==> src/rtl/battleship_turn_ctrl_if.sv <==
// rtl/battleship_turn_ctrl_if.sv - shot handshake and board lookup signals of the turn controller
interface battleship_turn_ctrl_if #(
  parameter int COORD_W = 7
);
  logic               fire_valid;
  logic [COORD_W-1:0] fire_coord;
  logic               fire_ready;
  logic               lookup_req;
  logic [COORD_W-1:0] lookup_coord;
  logic               lookup_board;
  logic               lookup_ack;
  logic               lookup_hit;

  modport master (
    input  fire_valid, fire_coord, lookup_ack, lookup_hit,
    output fire_ready, lookup_req, lookup_coord, lookup_board
  );

  modport slave (
    output fire_valid, fire_coord, lookup_ack, lookup_hit,
    input  fire_ready, lookup_req, lookup_coord, lookup_board
  );
endinterface

==> src/rtl/battleship_turn_ctrl.sv <==
// rtl/battleship_turn_ctrl.sv - battleship game sequencer: turns, shot lookup, hit counting, timeout, winner
module battleship_turn_ctrl #(
  parameter int BOARD_CELLS  = 100,
  parameter int COORD_W      = 7,
  parameter int HITS_TO_WIN  = 17,
  parameter int HIT_W        = 5,
  parameter int TURN_TIMEOUT = 1000000000,
  parameter int TIMER_W      = 30
) (
  input  logic                  clk,
  input  logic                  rst_n,
  input  logic                  start,
  battleship_turn_ctrl_if.master bus,
  output logic [2:0]            state,
  output logic                  timeout,
  output logic [HIT_W-1:0]      p1_hits,
  output logic [HIT_W-1:0]      p2_hits
);

  typedef enum logic [2:0] {
    S_IDLE     = 3'd0,
    S_P1_AIM   = 3'd1,
    S_P1_CHECK = 3'd2,
    S_P2_AIM   = 3'd3,
    S_P2_CHECK = 3'd4,
    S_P1_WIN   = 3'd5,
    S_P2_WIN   = 3'd6
  } state_t;

  localparam logic [COORD_W:0]   CELLS_LIM  = (COORD_W+1)'(BOARD_CELLS);
  localparam logic [TIMER_W-1:0] TIMER_LAST = TIMER_W'(TURN_TIMEOUT - 1);
  localparam logic [HIT_W-1:0]   WIN_HITS   = HIT_W'(HITS_TO_WIN);
  localparam logic [HIT_W-1:0]   HIT_MAX    = '1;

  state_t               state_q, state_d;
  logic [TIMER_W-1:0]   timer_q, timer_d;
  logic [HIT_W-1:0]     p1_q, p1_d, p2_q, p2_d;
  logic                 ready_q, ready_d;
  logic                 req_q, req_d;
  logic [COORD_W-1:0]   coord_q, coord_d;
  logic                 board_q, board_d;
  logic                 timeout_q, timeout_d;

  logic                 shot_ok;
  logic [HIT_W-1:0]     shooter_hits;
  logic [HIT_W-1:0]     hits_inc;

  assign shot_ok      = bus.fire_valid && ready_q && ({1'b0, bus.fire_coord} < CELLS_LIM);
  assign shooter_hits = (state_q == S_P1_CHECK) ? p1_q : p2_q;
  assign hits_inc     = (shooter_hits == HIT_MAX) ? shooter_hits : shooter_hits + 1'b1;

  always_comb begin
    state_d   = state_q;
    timer_d   = timer_q;
    p1_d      = p1_q;
    p2_d      = p2_q;
    req_d     = req_q;
    coord_d   = coord_q;
    board_d   = board_q;
    timeout_d = 1'b0;
    case (state_q)
      S_IDLE, S_P1_WIN, S_P2_WIN: begin
        if (start) begin
          state_d = S_P1_AIM;
          timer_d = '0;
          p1_d    = '0;
          p2_d    = '0;
        end
      end
      S_P1_AIM, S_P2_AIM: begin
        // A shot landing on the expiry cycle takes priority over the timeout
        if (shot_ok) begin
          coord_d = bus.fire_coord;
          board_d = (state_q == S_P1_AIM);
          req_d   = 1'b1;
          timer_d = '0;
          state_d = (state_q == S_P1_AIM) ? S_P1_CHECK : S_P2_CHECK;
        end else if (timer_q == TIMER_LAST) begin
          timeout_d = 1'b1;
          timer_d   = '0;
          state_d   = (state_q == S_P1_AIM) ? S_P2_AIM : S_P1_AIM;
        end else begin
          timer_d = timer_q + 1'b1;
        end
      end
      S_P1_CHECK, S_P2_CHECK: begin
        if (bus.lookup_ack) begin
          req_d = 1'b0;
          if (bus.lookup_hit) begin
            if (state_q == S_P1_CHECK) p1_d = hits_inc;
            else                       p2_d = hits_inc;
          end
          if (bus.lookup_hit && hits_inc == WIN_HITS)
            state_d = (state_q == S_P1_CHECK) ? S_P1_WIN : S_P2_WIN;
          else
            state_d = (state_q == S_P1_CHECK) ? S_P2_AIM : S_P1_AIM;
        end
      end
      default: begin
        state_d = S_IDLE;
        req_d   = 1'b0;
        timer_d = '0;
      end
    endcase
    ready_d = (state_d == S_P1_AIM) || (state_d == S_P2_AIM);
  end

  always_ff @(posedge clk or negedge rst_n) begin
    if (!rst_n) begin
      state_q   <= S_IDLE;
      timer_q   <= '0;
      p1_q      <= '0;
      p2_q      <= '0;
      ready_q   <= 1'b0;
      req_q     <= 1'b0;
      coord_q   <= '0;
      board_q   <= 1'b0;
      timeout_q <= 1'b0;
    end else begin
      state_q   <= state_d;
      timer_q   <= timer_d;
      p1_q      <= p1_d;
      p2_q      <= p2_d;
      ready_q   <= ready_d;
      req_q     <= req_d;
      coord_q   <= coord_d;
      board_q   <= board_d;
      timeout_q <= timeout_d;
    end
  end

  assign state            = state_q;
  assign timeout          = timeout_q;
  assign p1_hits          = p1_q;
  assign p2_hits          = p2_q;
  assign bus.fire_ready   = ready_q;
  assign bus.lookup_req   = req_q;
  assign bus.lookup_coord = coord_q;
  assign bus.lookup_board = board_q;

endmodule

==> src/flat_wrapper.sv <==
// flat-port wrapper written by rule: the top's interface ports become plain ports
module battleship_turn_ctrl_flat 
#(
  parameter int BOARD_CELLS  = 100,
  parameter int COORD_W      = 7,
  parameter int HITS_TO_WIN  = 17,
  parameter int HIT_W        = 5,
  parameter int TURN_TIMEOUT = 1000000000,
  parameter int TIMER_W      = 30
)
  (clk, rst_n, start, state, timeout, p1_hits, p2_hits, bus_fire_valid, bus_fire_coord, bus_lookup_ack, bus_lookup_hit, bus_fire_ready, bus_lookup_req, bus_lookup_coord, bus_lookup_board);
  battleship_turn_ctrl_if #(.COORD_W(COORD_W)) bus_i ();
  input  logic clk;
  input  logic rst_n;
  input  logic start;
  output logic [2:0] state;
  output logic timeout;
  output logic [HIT_W-1:0] p1_hits;
  output logic [HIT_W-1:0] p2_hits;
  input wire logic [$bits(bus_i.fire_valid)-1:0] bus_fire_valid;
  input wire logic [$bits(bus_i.fire_coord)-1:0] bus_fire_coord;
  input wire logic [$bits(bus_i.lookup_ack)-1:0] bus_lookup_ack;
  input wire logic [$bits(bus_i.lookup_hit)-1:0] bus_lookup_hit;
  output wire logic [$bits(bus_i.fire_ready)-1:0] bus_fire_ready;
  output wire logic [$bits(bus_i.lookup_req)-1:0] bus_lookup_req;
  output wire logic [$bits(bus_i.lookup_coord)-1:0] bus_lookup_coord;
  output wire logic [$bits(bus_i.lookup_board)-1:0] bus_lookup_board;
  assign bus_i.fire_valid = bus_fire_valid;
  assign bus_i.fire_coord = bus_fire_coord;
  assign bus_i.lookup_ack = bus_lookup_ack;
  assign bus_i.lookup_hit = bus_lookup_hit;
  assign bus_fire_ready = bus_i.fire_ready;
  assign bus_lookup_req = bus_i.lookup_req;
  assign bus_lookup_coord = bus_i.lookup_coord;
  assign bus_lookup_board = bus_i.lookup_board;
  battleship_turn_ctrl #(.BOARD_CELLS(BOARD_CELLS), .COORD_W(COORD_W), .HITS_TO_WIN(HITS_TO_WIN), .HIT_W(HIT_W), .TURN_TIMEOUT(TURN_TIMEOUT), .TIMER_W(TIMER_W)) u_core (.clk(clk), .rst_n(rst_n), .start(start), .bus(bus_i), .state(state), .timeout(timeout), .p1_hits(p1_hits), .p2_hits(p2_hits));
endmodule
==> config.mk <==
export PLATFORM = sky130hd
export DESIGN_NAME = battleship_turn_ctrl_flat
export DESIGN_NICKNAME = d
export VERILOG_FILES = /design/src/rtl/battleship_turn_ctrl_if.sv /design/src/rtl/battleship_turn_ctrl.sv /design/src/flat_wrapper.sv
export SDC_FILE = /design/constraint.sdc
export NUM_CORES = 1
export LEC_CHECK = 0
export CAP_MARGIN = 15
export CELL_PAD_IN_SITES_DETAIL_PLACEMENT = 1
export CELL_PAD_IN_SITES_GLOBAL_PLACEMENT = 2
export CORE_MARGIN = 2
export CORE_UTILIZATION = 40
export CTS_BUF_LIST = sky130_fd_sc_hd__clkbuf_2
export CTS_CLUSTER_SIZE = 8
export DETAILED_ROUTE_END_ITERATION = 10
export MAX_ROUTING_LAYER = met4
export PLACE_DENSITY = 0.95
export SYNTH_ARGS = -nofsm -noshare
export SYNTH_HDL_FRONTEND = slang
export SYNTH_SLANG_ARGS = --single-unit
==> constraint.sdc <==
create_clock -name clk -period 6.4 [get_ports clk]
set_input_delay 1.28 -clock clk [delete_from_list [all_inputs] [get_ports clk]]
set_output_delay 1.28 -clock clk [all_outputs]
set_load 0.01 [all_outputs]
==> flow_summary_export.csv <==
group,metric,value,unit
layout,area_growth,13.7,%
drt,antenna_left,0,
sta,layout_min_cycle_time,3850,ps
placement,numPortBuffers,36,
cts,cts.sinks,54,
synthesis,syn_area,0.00329,sq mm
worst_setup_path,required,6790,ps
worst_setup_path,r2r_slack,2550,ps
power,seqPwrFrac,0.440,
worst_setup_path,cpPeakStageDelay,750,ps
synthesis,synth_top_area_cell,"dfrtp_1",
die,core.rowCount,33,
sta,rsz0062_at_grt,"false",
layout,diodes,0,
synthesis,synth-async-reset-ratio,1.00,
die,die-area,0.00896,sq mm
power,combPwrFrac,0.429,
worst_setup_path,critical_path.n_buffers_inverters,1,
die,start_util,0.406,
sta,min_period_over_period,0.602,
power,clkPwrFrac,0.130,
sta,slew_viol_final,0,
cts,ctsRootBufferMaster,"clkbuf_2",
worst_setup_path,path_cells,"nor3b_2 > mux2i_1 > inv_1 > ha_1 > mux4_2 > nor3_1 > and2_1 > ha_1 > nand2b_1 > o21ai_0 > a21oi_1 > o221ai_1 > and3b_1",
synthesis,synth_seq_cells,54,
power,power,0.00106,W
cts,cts_hold_buf,0,
worst_setup_path,cp_max_fo,18,
cts,post_cts_buffers,0,
drt,viasPerCell,5.80,
global_routing,track_usage,0.206,
layout,fillers,953,
placement,dp_hpwl,5920,um
sta,slew_headroom,0.272,
hold_path,min_path_type,"flip-flop to flip-flop",
cts,ctsResizeCount,0,
synthesis,yosysTopAreaCellShare,0.411,
power,p_per_area,283,mW/mm^2
layout,stdcell_count,474,
sta,finalHoldViolCount,0,
sta,setup_viol,0,
drt,wl,8280,um
worst_setup_path,crit_path_start_kind,"flip-flop",
synthesis,yosysMostFrequentCell,"dfrtp_1",
global_routing,grt_pass1_wl,14200,um
cts,cts_tree,"built",
global_routing,antenna_found_initial,0,
synthesis,synth_cells,338,
drt,via_count,2749,
worst_setup_path,crit_top_cell,"ha_1",
cts,clockBufferDepth,2,
sta,timing.final.ws_setup,2550,ps
die,die_w,94.7,um
sta,setup_tns,0,ps
cts,clkTransAtPathRegs,270,ps
layout,drive_gt1_frac,0.157,
drt,drc_errors,0,
worst_setup_path,slowest_stage,"dfrtp_1",
drt,post_drt_wl_per_cell,17.5,um
power,p_int,0.000625,W
power,vdd_drop_max,0.000137,V
run,timing.max_cap.violations,0,
placement,place_ws,2500,ps
global_routing,grt_overflow,0,
synthesis,yosys_warnings,0,
die,core,0.00809,sq mm
drt,drt_iter0_drc,158,
worst_setup_path,critPathTopFamily,"simple AND/OR/NAND/NOR gates",
layout,seqCellArea,0.00135,sq mm
worst_setup_path,worst-setup-path-type,"flip-flop to flip-flop",
cts,clkLatencyLatePin,470,ps
global_routing,grt_pass1_vias,2804,
sta,tightest_slew,1080,ps
cts,cts_buffers,5,
placement,gp_congestion,0.832,
synthesis,synth.distinct_cells,62,
drt,drt_pass1_iterations,4,
synthesis,synthTopCellsByCount,"dfrtp_1 (54), nor2_1 (22), mux2_2 (20), nand2_1 (20), nand3_1 (19)",
outcome,status,"completed",
synthesis,synth_edf_count,0,
global_routing,grt_max_degree,55,
synthesis,avgSynthCellArea,9.72,sq um
synthesis,seq_area_frac_synth,0.411,
cts,cts_max_level,2,
synthesis,synth_area_leaders,"dfrtp_1 (41%), mux2_2 (6.9%), xnor2_1 (4.3%)",
layout,nNetsFinal,385,
sta,fmax,0.259,GHz
power,leakage,1.39,nW
power,switching_share,0.408,
worst_setup_path,arrival,4250,ps
sta,hold_slack,525,ps
die,io_pins,37,
layout,multi_input_area,0.00181,sq mm
die,die_h,94.7,um
synthesis,synth-main-ff-cell,"dfrtp_1",
power,p_sw,0.000432,W
sta,fin_skew,26.8,ps
synthesis,synth_nets,355,
placement,dp.cells,465,
worst_setup_path,worstSetupEndpointType,"flip-flop",
==> layout by cell type, fill, tap and decap left out, drive strengths merged, types with 2 or more instances in the layout <==
cell type	n
a21o	2
o211ai	2
a21oi	18
or4b	2
a211oi	2
clkinv	2
or3	10
nor2b	2
dfrtp	54
clkdlybuf4s50	35
nand2	20
or4	4
inv	9
buf	3
nor3b	2
nand3b	2
xnor2	16
and3	4
o22ai	3
and2	5
nor3	7
clkbuf	5
nand4	14
o31ai	4
o21ai	18
nor4	10
ha	4
nand2b	6
mux2	20
nor4b	5
nand3	21
mux2i	4
a21bo	3
a31oi	4
nor2	25
or2	2
and4	3
==> layout make-up <==
| class | count | area share |
|---|---|---|
| clock buffers | 5 | 0.00669 |
| clock inverters | 3 | 0.00435 |
| inverters | 9 | 0.00904 |
| multi-input cells | 260 | 0.484 |
| flip-flops and latches | 54 | 0.361 |
| well taps | 105 | 0.0351 |
| repair buffers | 38 | 0.0991 |
==> cells by family (layout without fill, tap and decap cells) <==
family | count (synthesis) | after routing | synth area share
compound gates | 65 | 65 | 0.137
xor+xnor | 17 | 17 | 0.0453
fa+ha+maj | 4 | 4 | 0.0152
buf+inv | 24 | 55 | 0.0381
flops | 54 | 54 | 0.411
mux | 25 | 25 | 0.0876
simple gates | 149 | 149 | 0.265
==> worst min-delay path: stages (launching register included) <==
cell	delay, ps
dfrtp_1	410
nand2_1	50
o21ai_0	60
==> stage by stage <==
step / utilization / instance area, sq um
4_1_cts: 0.461 / 3730
3_3_place_gp: 0.456 / 3690
5_1_grt: 0.462 / 3740
2_1_floorplan: - / 3290
6_report: 0.462 / 3740
3_5_place_dp: 0.456 / 3690
==> path summary, 6_finish.rpt <==
kind,startpoint,cells past startpoint,to
worst max-delay path,u_core.state[1],13,u_core.bus.fire_ready
worst min-delay path,u_core.bus.lookup_board,2,u_core.bus.lookup_board
worst max register to register,u_core.state[1],13,u_core.bus.fire_ready
worst min register to register,u_core.bus.lookup_board,2,u_core.bus.lookup_board
max in group asynchronous,rst_n,2,u_core.timer_q[24]
min in group asynchronous,rst_n,2,u_core.timer_q[25]
==> state kept, by name (all words and copies together) (netlist names) <==
register / flops
u_core.bus.fire_ready: 1
u_core.bus.lookup_board: 1
u_core.bus.lookup_coord: 7
u_core.bus.lookup_req: 1
u_core.p1_hits: 5
u_core.p2_hits: 5
u_core.state: 3
u_core.timeout: 1
u_core.timer_q: 30
==> routing by layer <==
| metal | GRT usage | share of wire | vias to the layer above |
|---|---|---|---|
| met5 | - | 0 | - |
| li1 | - | - | 1319 |
| met4 | 0.0616 | 0.015 | 0 |
| met3 | 0.0359 | 0.036 | 10 |
| met1 | 0.269 | 0.47 | 1373 |
| met2 | 0.329 | 0.48 | 47 |
==> power by group through the flow <==
stage / Clock [W] / Combinational, W / Sequential [W]
2_1_floorplan: 0 / 0.000299 / 0.000461
3_3_place_gp: 0 / 0.000441 / 0.000470
3_5_place_dp: 0 / 0.000456 / 0.000473
4_1_cts: 0.000145 / 0.000458 / 0.000466
5_1_grt: 0.000155 / 0.000500 / 0.000478
6_report: 0.000138 / 0.000454 / 0.000466
No activity file was read; power rests on OpenSTA's default activity.
